### src/rtl/ps2_receptor_teclado_if.sv
// Decoded keyboard output bundle: make code, strobe, E0 flag and frame-error strobe.
interface ps2_receptor_teclado_if;
  logic [7:0] Cambio;
  logic       got_data;
  logic       extended;
  logic       frame_error;

  modport master (output Cambio, got_data, extended, frame_error);
  modport slave  (input  Cambio, got_data, extended, frame_error);
endinterface

### src/rtl/ps2_receptor_teclado.sv
// PS/2 keyboard receiver: synchronise and filter the pins, deserialise 11-bit frames,
// swallow break sequences (F0 xx) and flag E0-prefixed make codes.
module ps2_receptor_teclado #(
  parameter int FILTER_LEN = 8,
  parameter int TIMEOUT    = 50000
) (
  input  logic clk,
  input  logic rst,
  input  logic ps2_clk,
  input  logic ps2_data,
  ps2_receptor_teclado_if.master bus
);
  localparam int CW = $clog2(TIMEOUT + 1);

  typedef enum logic [1:0] {IDLE, DATA, PARITY, STOP} state_t;

  logic                  clk_s1, clk_s2, dat_s1, dat_s2;
  logic [FILTER_LEN-1:0] filt_reg;
  logic                  filt_clk, filt_prev, fall;
  state_t                state;
  logic [2:0]            bit_cnt;
  logic [7:0]            shift;
  logic                  par;
  logic [CW-1:0]         tmo_cnt;
  logic                  brk_flag, ext_flag;

  // Pins idle high, so the whole conditioning chain presets to 1.
  always_ff @(posedge clk or posedge rst) begin
    if (rst) begin
      clk_s1    <= 1'b1;
      clk_s2    <= 1'b1;
      dat_s1    <= 1'b1;
      dat_s2    <= 1'b1;
      filt_reg  <= '1;
      filt_clk  <= 1'b1;
      filt_prev <= 1'b1;
    end else begin
      clk_s1    <= ps2_clk;
      clk_s2    <= clk_s1;
      dat_s1    <= ps2_data;
      dat_s2    <= dat_s1;
      filt_reg  <= {filt_reg[FILTER_LEN-2:0], clk_s2};
      if (filt_reg == '1)      filt_clk <= 1'b1;
      else if (filt_reg == '0) filt_clk <= 1'b0;
      filt_prev <= filt_clk;
    end
  end

  assign fall = filt_prev & ~filt_clk;

  // Decoding happens on the STOP-bit fall edge so got_data appears the very next cycle.
  always_ff @(posedge clk or posedge rst) begin
    if (rst) begin
      state           <= IDLE;
      bit_cnt         <= '0;
      shift           <= '0;
      par             <= 1'b0;
      tmo_cnt         <= '0;
      brk_flag        <= 1'b0;
      ext_flag        <= 1'b0;
      bus.Cambio      <= 8'h00;
      bus.got_data    <= 1'b0;
      bus.extended    <= 1'b0;
      bus.frame_error <= 1'b0;
    end else begin
      bus.got_data    <= 1'b0;
      bus.frame_error <= 1'b0;
      if (fall) begin
        tmo_cnt <= '0;
        case (state)
          IDLE: begin
            if (!dat_s2) begin
              state   <= DATA;
              bit_cnt <= '0;
            end
          end
          DATA: begin
            shift   <= {dat_s2, shift[7:1]};
            bit_cnt <= bit_cnt + 3'd1;
            if (bit_cnt == 3'd7) state <= PARITY;
          end
          PARITY: begin
            par   <= dat_s2;
            state <= STOP;
          end
          STOP: begin
            state <= IDLE;
            if (dat_s2 && ((^shift) ^ par)) begin
              if (shift == 8'hF0) begin
                brk_flag <= 1'b1;
              end else if (shift == 8'hE0) begin
                ext_flag <= 1'b1;
              end else if (brk_flag) begin
                brk_flag <= 1'b0;
                ext_flag <= 1'b0;
              end else begin
                bus.Cambio   <= shift;
                bus.extended <= ext_flag;
                bus.got_data <= 1'b1;
                ext_flag     <= 1'b0;
              end
            end else begin
              bus.frame_error <= 1'b1;
              brk_flag        <= 1'b0;
              ext_flag        <= 1'b0;
            end
          end
          default: state <= IDLE;
        endcase
      end else if (state != IDLE) begin
        // A stalled keyboard must not leave a half frame to be completed by the next one.
        if (tmo_cnt == CW'(TIMEOUT - 1)) begin
          state   <= IDLE;
          tmo_cnt <= '0;
        end else begin
          tmo_cnt <= tmo_cnt + 1'b1;
        end
      end
    end
  end
endmodule

### src/flat_wrapper.sv
// flat-port wrapper written by rule: the top's interface ports become plain ports
module ps2_receptor_teclado_flat 
#(
  parameter int FILTER_LEN = 8,
  parameter int TIMEOUT    = 50000
)
  (clk, rst, ps2_clk, ps2_data, bus_Cambio, bus_got_data, bus_extended, bus_frame_error);
  ps2_receptor_teclado_if bus_i ();
  input  logic clk;
  input  logic rst;
  input  logic ps2_clk;
  input  logic ps2_data;
  output wire logic [$bits(bus_i.Cambio)-1:0] bus_Cambio;
  output wire logic [$bits(bus_i.got_data)-1:0] bus_got_data;
  output wire logic [$bits(bus_i.extended)-1:0] bus_extended;
  output wire logic [$bits(bus_i.frame_error)-1:0] bus_frame_error;
  assign bus_Cambio = bus_i.Cambio;
  assign bus_got_data = bus_i.got_data;
  assign bus_extended = bus_i.extended;
  assign bus_frame_error = bus_i.frame_error;
  ps2_receptor_teclado #(.FILTER_LEN(FILTER_LEN), .TIMEOUT(TIMEOUT)) u_core (.clk(clk), .rst(rst), .ps2_clk(ps2_clk), .ps2_data(ps2_data), .bus(bus_i));
endmodule
### config.mk
export PLATFORM = sky130hd
export DESIGN_NAME = ps2_receptor_teclado_flat
export DESIGN_NICKNAME = d
export VERILOG_FILES = /design/src/rtl/ps2_receptor_teclado_if.sv /design/src/rtl/ps2_receptor_teclado.sv /design/src/flat_wrapper.sv
export SDC_FILE = /design/constraint.sdc
export NUM_CORES = 1
export LEC_CHECK = 0
export BUFFER_PORTS_ARGS = -buffer_cell sky130_fd_sc_hd__buf_2
export CAP_MARGIN = 0
export CORE_MARGIN = 10
export CORE_UTILIZATION = 45
export DETAILED_ROUTE_END_ITERATION = 7
export PLACE_DENSITY = 0.71
export SLEW_MARGIN = 20
export SYNTH_ARGS = -nofsm -noshare
export SYNTH_HDL_FRONTEND = slang
export SYNTH_SLANG_ARGS = --single-unit
### constraint.sdc
create_clock -name clk -period 6.75 [get_ports clk]
set_clock_uncertainty 0.2 [all_clocks]
set_input_delay 1.6875 -clock clk [delete_from_list [all_inputs] [get_ports clk]]
set_output_delay 1.6875 -clock clk [all_outputs]
set_load 0.03 [all_outputs]
-- Yosys cells after proc, flatten, opt, wreduce, memory -nomap -nowiden
Index checks and enable logic that the tools add are counted.
- $add $sub $neg: 2
- equality and inequality tests: 13
- mux-type cells: 28
- bitwise logic cells: 6
- reductions and logical operators: 16
- operators with widths (operator ; number):
    $mux 16 ; 3
    $eq 8x8->1 const B ; 3
    $mux 1 ; 17
    $add 16x1->16 const B ; 1
    $eq 16x16->1 const B ; 1
    $mux 2 ; 5
    $reduce_bool 2->1 ; 5
    $ne 3x3->1 const B ; 3
    $reduce_and 3->1 ; 3
    $logic_not 8->1 ; 1
    $pmux 2 s4 ; 1
    $reduce_xor 8->1 ; 1
    $pmux 3 s2 ; 1
    $reduce_and 6->1 ; 1
    $eq 2x2->1 const B ; 2
    $ne 2x2->1 const B ; 2
    $not 1->1 ; 4
    $reduce_and 2->1 ; 2
    $reduce_and 4->1 ; 1
    $add 3x1->3 const B ; 1
    $eq 3x3->1 const B ; 1
    $mux 3 ; 1
    $eq 2x1->1 const B ; 1
    $logic_not 2->1 ; 1
    3 further kinds ; 3
- register bits after elaboration: 57
- input bits: 4
- word-level logic and storage cells: 83

-- Logic depth before layout (Yosys ltp)
Gate-level depths: netlist of run 1.
- word-level depth: 6
- mapped depth: 6
- gate-level depth less buffers: 6

-- Worst setup path after synthesis of run 1
OpenSTA, ideal clock, no wires.
- path type: register -> output
- start point: register u_core.bus.Cambio[0]
- end point: output port bus_Cambio[0]
- data arrival time: 478 ps
- setup slack: 4385 ps
- stages on the path, launching flop included: 1
- buffers on the path: 0
- cells stage by stage: dfrtp_1
- RTL lines (what ; RTL line ; text):
    start, declared ; ps2_receptor_teclado_if.sv:8 ; modport master (output Cambio, got_data, extended, frame_error);
    start signal, assigned ; ps2_receptor_teclado.sv:97 ; bus.Cambio <= shift;
    end, declared ; flat_wrapper.sv:13 ; output wire logic [$bits(bus_i.Cambio)-1:0] bus_Cambio;
No word-level cell between the ends.

-- Final worst setup path of run 1
- start point: register u_core.bus.Cambio[3]
- end point: output port bus_Cambio[3]
No word-level cell between the ends.

==> summary.txt, run 1 <==
ANT cells - 0
CTS tree - yes
Port-buffer cells - 14
Clk_lat worst skew - 330 ps
Cell-internal power - 0.650 mW
Setup violations, final - 0
Critical Path AT - 890 ps
FF+latch count, synth - 57
Initial antenna violation count - 0
Clock power frac - 36.5%
Dominant synthesized flop cell - dfrtp_1
Final HPWL from detailed placement - 3.05 mm
Die height - 96.1 um
DR vias - 1696
Worst Setup SP - u_core.bus.Cambio[3]
Largest area contributor in the netlist - dfrtp_1
Post-route cell area - 2950 um^2
Clock Root Buffer - clkbuf_8
Total power - 0.894 mW
Worst Tran Pin Value - 696 ps
CTS H-tree lvls - 3
Synth area leaders - dfrtp_1 41%, dfstp_2 14%, mux2_2 6.5%
Share of power burned in registers - 47.3%
Synthesized area per cell - 11.6 um^2
Hold Path Class - flip-flop to flip-flop
WP buf/inv - 1
Final hold viol count - 0
First drt pass iteration count - 4
Die width - 96.1 um
Num CTS Buffers - 9
Pins over their slew limit - 0
Core area - 5570 um^2
Routed wire per std cell - 14.0 um
Setup crit end - bus_Cambio[3]
Fmax - 0.360 GHz
Status - completed
Drc violations - 0
Tmin final - 2780 ps
Crit-path slowest cell - dfrtp_1
Synth warnings - 0
Pwr per Cell Area - 303 nW/um^2
Largest net degree at the start of global routing - 58
Post-DRT Antenna Nets - 0
Startpoint types - flip-flop
Sw Share - 27.2%
Post-Syn Nets - 241
Area after DPL - 2740 um^2
Worst r2r src - u_core.shift[2]
Initial DRC Count - 108
Layout cells sized above 1 - 27.0%
Worst relative slew slack - 53.6%
FF-to-FF setup slack - 4310 ps
Cells along the critical path - buf_2
Pleak - 1.36 nW
Top Ports - 15
Nets - 260
Die Area - 9240 um^2
Clock-pin transition on the worst setup and hold timing paths - 60 ps
Cell Area, Synth - 2610 um^2
Tcrit/Tclk final - 41.1%
RePlAce Congestion - 0.829
RR Endpoint - u_core.bus.Cambio[7]
Register area share after synthesis - 55.4%
Sw power - 0.243 mW
Clock sinks - 57
Post-synth ARST share - 100%
GRT Total Usage - 11.4%
Comb power frac - 16.2%
Clk buf depth - 2
Most numerous cell in the Yosys netlist - dfrtp_1
DR vias/cell - 5.30
Total congestion overflow - 0
Vias in the first global route - 1807
Critical Path RT - 4860 ps
Max VDD drop - 0.155 mV
Crit path max-delay family - flip-flops
Post-synth top cells - 43 x dfrtp_1, 20 x nand2_1, 15 x mux2_2
WHS - 155 ps
Worst setup EP type - primary output
CTS hold repair buffers - 0
Post-synth EDFFs - 0
Starting density of the core - 46.8%
FP Rows - 27
Largest register FFs - 16
Max-capacitance violation count - 0
Crit-path max FO - 2
Netlist cell types - 41
Top cell type's share of synthesized area - 41.3%
Type of the worst setup path - flip-flop to primary output
Postcts setup bufs - 0
Worst reg-to-reg path cell count - 6
Layout area overhead - 13.3%
Post-cts sizing count - 0
Unrepaired setup endpoints after global routing - no
Synthesized instance count - 224
Crit path largest cell delay - 380 ps
Global-route wire length before repair - 8.09 mm
Top reg by flops - u_core.tmo_cnt
WL final - 4.47 mm
Crit path depth - 1
Setup TNS - 0 ps
## metrics by stage
step / instances / utilization [%] / worst slack, ps
2_1_floorplan: 224 / - / 3490
3_3_place_gp: 304 / 49.2 / 4150
3_5_place_dp: 304 / 49.2 / 4130
4_1_cts: 320 / 52.9 / 3960
5_1_grt: 320 / 53.0 / 3940
6_report: 320 / 53.0 / 3970
## worst min-delay path by stage
stage                             start                  to  slack [ps]  cells past startpoint
after floorplan           u_core.clk_s1       u_core.clk_s2         150                      0
after global placement    u_core.clk_s2  u_core.filt_reg[0]         150                      0
after detailed placement  u_core.dat_s1       u_core.dat_s2         150                      0
after CTS                 u_core.dat_s1       u_core.dat_s2         160                      0
after global routing      u_core.clk_s2  u_core.filt_reg[0]         160                      0
final                     u_core.clk_s2  u_core.filt_reg[0]         150                      0
## layout by cell type, fill, tap and decap left out, types with 6 or more instances in the layout
master and instances:
nor2_1 14, a21oi_1 10, nand3_1 6, buf_2 14, dfrtp_1 43, dfstp_2 14
inv_1 12, ha_1 13, nand2_1 20, nand4_1 7, o21ai_0 10, xnor2_1 7
clkbuf_8 12, mux2_2 15
## power by group through the flow
stage	Clock, mW	Sequential [mW]	Combinational (mW)
after global routing	0.351	0.430	0.166
after global placement	0	0.426	0.140
after CTS	0.336	0.422	0.147
final	0.326	0.423	0.145
after detailed placement	0	0.428	0.148
after floorplan	0	0.416	0.122
## area by class of cell
| class | count | area, um^2 |
|---|---|---|
| inverters | 13 | 48.8 |
| fillers | 501 | 2620 |
| flip-flops and latches | 57 | 1440 |
| clock inverters | 2 | 35.0 |
| well taps | 72 | 90.1 |
| multi-input cells | 147 | 1080 |
| clock buffers | 14 | 173 |
| repair buffers | 15 | 77.6 |
## metal layers
layer | vias to the layer above | share of wire [%] | GRT usage [%]
met5 | - | 0 | 0
met4 | 0 | 2.6 | 7.62
met3 | 11 | 5.1 | 3.74
met2 | 29 | 46 | 17.9
met1 | 817 | 46 | 12.9
li1 | 839 | - | -
## worst register-to-register path, delay by kind of cell (launching register included)
kind,cells,cell delay (ps)
AND/OR/NAND/NOR,1,350
flip-flops,1,360
buffers and inverters,1,60
XOR/XNOR,2,700
multiplexers,1,390
adder cells (fa/ha/maj),1,270
## cells by family after synthesis
group | count (synthesis) | share of synthesized area (%)
AOI/OAI and AO/OA | 39 | 9.65
xor gates and xnor gates | 11 | 4.51
adders and majority gates | 13 | 6.24
buffers and inverters | 20 | 3.17
DFF | 57 | 55.4
muxes | 15 | 6.48
and+or+nand+nor | 69 | 14.5
Note: power is estimated with default switching activity, not from simulation.
==> run 2: changes to the inputs <==
ABC_AREA = 1   (was not set)
PLACE_DENSITY = 0.73   (was 0.71)
clock period = 2.3 ns   (was 6.75 ns; I/O delays follow)
==> run 2 against run 1 <==
  * First-iteration DRC count fell by 48%
  * Critical endpoint is now u_core.bus.Cambio[5]
  * Via count is 21% higher
  * Synthesized cell count increased by 41%
  * Die area up 5.5%
  * Largest cell class unchanged
  * Combinational power decreased by 33%
  * Routed wire length grew 13%
  * Sequential cell count is the same
==> summary.txt, run 2 <==
Fmax - 0.483 GHz
Worst r2r src - u_core.shift[4]
Worst Tran Pin Value - 329 ps (-366 ps)
Hold path depth - 1 (+1)
Most common cell after layout, fill and taps aside - nand2_1
Synthesized instance count - 315 (+41%)
Synthesized area per cell - 8.85 um^2 (-24%)
RePlAce Congestion - 0.808 (-2.4%)
Post-layout util - 54.2% (+1.2 points)
Clock-pin transition on the worst setup and hold timing paths - 60 ps (about the same)
Die width - 98.7 um (+2.7%)
Top reg by flops - u_core.tmo_cnt
Total power - 2.30 mW (+160%)
Setup TNS - 0 ps (unchanged)
Nets - 359 (+38%)
Top cell type's share of synthesized area - 38.6% (-2.7 points)
CP most frequent cell - nand2_1
Worst Setup SP - u_core.shift[4]
ANT cells - 0 (unchanged)
WP buf/inv - 3 (+2)
Post-synth top cells - 75 x nand2_1, 47 x inv_1, 43 x dfrtp_1
Startpoint types - flip-flop
Crit-path max FO - 11 (+9)
Setup violations, final - 0 (unchanged)
Largest register FFs - 16 (unchanged)
Final HPWL from detailed placement - 3.57 mm (+17%)
Crit-path slowest cell - dfrtp_1
CTS tree - yes
Critical Path AT - 2100 ps (+1210 ps)
Crit path depth - 12 (+11)
Fin cells - 422 (+32%)
Unrepaired setup endpoints after global routing - no
Type of the worst setup path - flip-flop to flip-flop
Max-capacitance violation count - 0 (unchanged)
Clk buf depth - 2 (unchanged)
Clock Root Buffer - clkbuf_8
Post-synth ARST share - 100% (unchanged)
Worst reg-to-reg path cell count - 12 (+6)
Crit path largest cell delay - 400 ps (+20 ps)
Fill count - 538 (+7.4%)
Post-Syn Nets - 332 (+38%)
Largest area contributor in the netlist - dfrtp_1
Pins over their slew limit - 0 (unchanged)
Die Area - 9750 um^2 (+5.5%)
Most numerous cell in the Yosys netlist - nand2_1
DR vias - 2048 (+21%)
Dpl cells - 405 (+33%)
Post-synth EDFFs - 0 (unchanged)
DR vias/cell - 4.85 (-8.4%)
Total congestion overflow - 0 (unchanged)
Largest net degree at the start of global routing - 27 (-53%)
Synth warnings - 0 (unchanged)
Port-buffer cells - 14 (unchanged)
Initial DRC Count - 56 (-48%)
Register area share after synthesis - 51.8% (-3.6 points)
Cell Area, Synth - 2790 um^2 (+7.0%)
Routed wire per std cell - 11.9 um (-15%)
Die height - 98.7 um (+2.7%)
Worst setup EP type - flip-flop
WL final - 5.04 mm (+13%)
Worst relative slew slack - 77.9% (+24 points)
Pwr per Cell Area - 713 nW/um^2 (+140%)
Layout cells sized above 1 - 20.7% (-6.3 points)
FF+latch count, synth - 57 (unchanged)
Pleak - 1.63 nW (+20%)
Cells along the critical path - inv_1, ha_1, inv_1, nand2_1, nand2_1, nand2_1, nand3_1, inv_1, nor2_4, nand2_4, nand2_1, nand2_1
Drc violations - 0 (unchanged)
Dominant synthesized flop cell - dfrtp_1
Initial antenna violation count - 0 (unchanged)
Num CTS Buffers - 9 (unchanged)
Netlist cell types - 31 (-24%)
Clock sinks - 57 (unchanged)
Most frequent cells in the layout - 75 x nand2_1, 46 x inv_1, 43 x dfrtp_1
GRT Total Usage - 11.3% (-0.028 points)
CTS H-tree lvls - 3 (unchanged)
FP Rows - 28 (+3.7%)
Status - completed
Vias in the first global route - 2094 (+16%)
Synth area leaders - dfrtp_1 39%, dfstp_2 13%, nand2_1 10%
Post-cts sizing count - 0 (unchanged)
Core area - 5960 um^2 (+6.8%)
Tcrit/Tclk final - 90.0%
Post-DRT Antenna Nets - 0 (unchanged)
Clk_lat worst skew - 340 ps (about the same)
Tmin final - 2070 ps
Starting density of the core - 46.8% (+0.071 points)
Crit path max-delay family - simple AND/OR/NAND/NOR gates
Global-route wire length before repair - 9.11 mm (+13%)
Hold Path Class - input port to flip-flop
First drt pass iteration count - 4 (unchanged)
WHS - 140 ps (-14.9 ps)
Critical Path RT - 2330 ps (-2530 ps)
Top Ports - 15 (unchanged)
Max VDD drop - 0.432 mV (+180%)
Layout area overhead - 15.7%
Hold Crit Start - ps2_clk
Final hold viol count - 0 (unchanged)
-- run 2: cell types whose count changed after synthesis, moves of 8 or more --
cell | before | now
nor2_1 | 14 | 22
o21ai_0 | 10 | 19
nand3_1 | 6 | 24
nand2_1 | 20 | 75
mux2_2 | 15 | 0
inv_1 | 13 | 47
-- run 2: logic make-up after synthesis --
logic type                 Yosys count  synth area share [%]
AOI/OAI and AO/OA                   31                  6.19
buffers and inverters               53                  7.40
and+or+nand+nor                    156                  27.2
xor gates and xnor gates             5                  1.57
adders and majority gates           13                  5.83
DFF                                 57                  51.8
-- run 2: metrics by stage --
stage                     setup WS, ps  area (um^2)
after floorplan                    149         2790
after global placement             334         2970
after detailed placement           271         2970
after CTS                          208         3230
after global routing              16.6         3230
final                              231         3230
-- run 2: report_power, final --
group          internal (mW)  switching (mW)  leakage, nW
Combinational         0.0307          0.0658        0.767
Sequential              1.04          0.0203        0.746
Clock                  0.747           0.395        0.120
Total                   1.82           0.481         1.63
-- run 2: area by class of cell --
| cell class | count | area, um^2 | area share, % |
|---|---|---|---|
| Timing Repair Buffer | 18 | 115 | 3.57 |
| Clock buffer | 11 | 141 | 4.38 |
| Inverter | 51 | 191 | 5.93 |
| Sequential cell | 57 | 1440 | 44.7 |
| Multi-Input combinational cell | 205 | 1140 | 35.3 |
| Tap cell | 75 | 93.8 | 2.91 |
| Clock inverter | 5 | 103 | 3.18 |
-- run 2: metal layers --
| layer | vias up | GRT usage [%] | wire [um] |
|---|---|---|---|
| met5 | - | 0 | 0 |
| met4 | 0 | 4.96 | 88 |
| met3 | 8 | 5.10 | 270 |
| met2 | 22 | 18.0 | 2400 |
| met1 | 962 | 12.9 | 2280 |
| li1 | 1056 | - | - |
-- run 2: path summary, 6_finish.rpt --
kind                                   endpoint  slack, ps
min in group asynchronous    u_core.tmo_cnt[14]        530
max reg2reg                u_core.bus.Cambio[5]        230
min reg2reg                       u_core.clk_s2        160
max in group asynchronous    u_core.filt_reg[2]        760
min                               u_core.clk_s1        140
max                        u_core.bus.Cambio[5]        230
-- run 2: what timing repair did --
| item | CTS | global route |
|---|---|---|
| hold buffers | 1 | 0 |
| hold endpoints to repair | 10 | 0 |
| buffers inserted | 0 | 0 |
| endpoints found under the setup margin | 0 | 1 |
==> run 3: changes to the inputs <==
CORE_MARGIN = 2   (was 10)
CTS_BUF_LIST = sky130_fd_sc_hd__clkbuf_8   (was not set)
==> run 3 against run 2 <==
  * Clock power is 15% lower
  * Die area is 30% lower
  * Clock-buffer cell count fell by 1
  * Setup slack better by 48 ps
  * Fmax up 2.4%
  * Global-route usage rose by 5.7 points
  * Sequential cell count stayed put
  * Non-clock buffer count is 2 lower
  * Largest cell class unchanged
  * Largest power group is now registers
==> summary.txt, run 3 (synthesis gave the netlist of run 2 again) <==
Total congestion overflow - 0 (unchanged)
Largest register FFs - 16 (unchanged)
Initial DRC Count - 98 (+75%)
Setup TNS - 0 ps (unchanged)
Clk buf depth - 2 (unchanged)
DR vias - 2011 (-1.8%)
Layout area overhead - 13.6%
Post-layout util - 53.2% (-0.97 points)
Vias in the first global route - 2024 (-3.3%)
First drt pass iteration count - 5 (+1)
Post-DRT Antenna Nets - 0 (unchanged)
Max-capacitance violation count - 0 (unchanged)
Type of the worst setup path - flip-flop to flip-flop
CTS H-tree lvls - 3 (unchanged)
Critical Path RT - 2330 ps (about the same)
Post-cts sizing count - 0 (unchanged)
Tmin final - 2020 ps (-48.3 ps)
Total power - 2.12 mW (-7.9%)
Initial antenna violation count - 0 (unchanged)
DR vias/cell - 4.79 (-1.3%)
Die width - 82.7 um (-16%)
Startpoint types - flip-flop
Cells along the critical path - inv_1, ha_1, inv_1, nand2_1, nand2_1, nand2_1, nand3_1, inv_1, nor2_4, nand2_4, nand2_1, nand2_1
Core area - 5960 um^2 (unchanged)
Status - completed
Clk_lat worst skew - 340 ps (about the same)
CP most frequent cell - nand2_1
Starting density of the core - 46.8% (unchanged)
Clock-pin transition on the worst setup and hold timing paths - 70 ps (about the same)
Crit-path max FO - 11 (unchanged)
FP Rows - 28 (unchanged)
Die height - 82.7 um (-16%)
Crit path largest cell delay - 400 ps (about the same)
RePlAce Congestion - 0.812 (+0.40%)
Critical Path AT - 2050 ps (-50 ps)
Worst relative slew slack - 76.6% (-1.3 points)
ANT cells - 0 (unchanged)
Port-buffer cells - 14 (unchanged)
Hold Path Class - input port to async pin
Pins over their slew limit - 0 (unchanged)
Max VDD drop - 0.415 mV (-3.9%)
Top Ports - 15 (unchanged)
Crit-path slowest cell - dfrtp_1
WHS - 85.9 ps (-53.9 ps)
Top reg by flops - u_core.tmo_cnt
GRT Total Usage - 17.1% (+5.7 points)
Layout cells sized above 1 - 20.9% (+0.12 points)
Setup violations, final - 0 (unchanged)
Most common cell after layout, fill and taps aside - nand2_1
Global-route wire length before repair - 8.67 mm (-4.8%)
Clock sinks - 57 (unchanged)
Drc violations - 0 (unchanged)
Worst Tran Pin Value - 349 ps (+19.6 ps)
Pwr per Cell Area - 668 nW/um^2 (-6.2%)
WL final - 4.91 mm (-2.5%)
Clock Root Buffer - clkbuf_8
Final HPWL from detailed placement - 3.49 mm (-2.1%)
Most frequent cells in the layout - 75 x nand2_1, 46 x inv_1, 43 x dfrtp_1
Postcts setup bufs - 0 (unchanged)
Unrepaired setup endpoints after global routing - no
Num CTS Buffers - 9 (unchanged)
Routed wire per std cell - 11.7 um (-2.1%)
Worst setup EP type - flip-flop
Nets - 357 (-0.56%)
Final hold viol count - 0 (unchanged)
Fmax - 0.495 GHz (+2.4%)
Pleak - 1.60 nW (-2.1%)
Tcrit/Tclk final - 87.9% (-2.1 points)
Die Area - 6840 um^2 (-30%)
CTS tree - yes
Largest net degree at the start of global routing - 58 (+110%)
CTS hold repair buffers - 0 (-1)
## run 3: through the flow
step	setup WS, ps	instances	cell area, um^2
global route	27.1	420	3170
floorplan	149	315	2790
finish	279	420	3170
CTS	256	420	3170
global placement	327	404	2970
detailed placement	276	404	2970
## run 3: power by group
part / internal, mW / leakage [nW] / switching [mW]
clock: 0.531 / 0.0949 / 0.433
combinational: 0.0290 / 0.758 / 0.0643
sequential: 1.04 / 0.746 / 0.0205
## run 3: layout make-up
class                           instances  area, um^2
Tap cell                               75        93.8
Clock buffer                           10         138
Multi-Input combinational cell        205        1140
Fill cell                             538        2790
Sequential cell                        57        1440
Clock inverter                          6        66.3
Inverter                               51         191
Timing Repair Buffer                   16        97.6
## run 3: path summary, 6_finish.rpt
check                                start                  end  slack (ps)  cells after the start
setup / recovery           u_core.shift[4]  u_core.bus.extended         280                     12
setup reg to reg           u_core.shift[4]  u_core.bus.extended         280                     12
hold / removal                         rst   u_core.tmo_cnt[13]          90                      3
min in group clk                   ps2_clk        u_core.clk_s1         130                      1
hold reg to reg              u_core.clk_s1        u_core.clk_s2         160                      0
max in group asynchronous              rst        u_core.dat_s1        1520                      3
## run 3: metal layers
layer  GRT usage, %  share of wire [%]  wire (um)
met3           4.24                2.5        125
met5              0                  0          0
met2           27.3                 47       2310
met4           9.18                1.7         85
met1           21.1                 49       2390
## run 3: critical path, delay by kind of cell (launching register included)
kind	cells	cell delay [ps]
AND/OR/NAND/NOR	8	770
flip-flops	1	400
adder cells (fa/ha/maj)	1	320
buffers and inverters	3	220
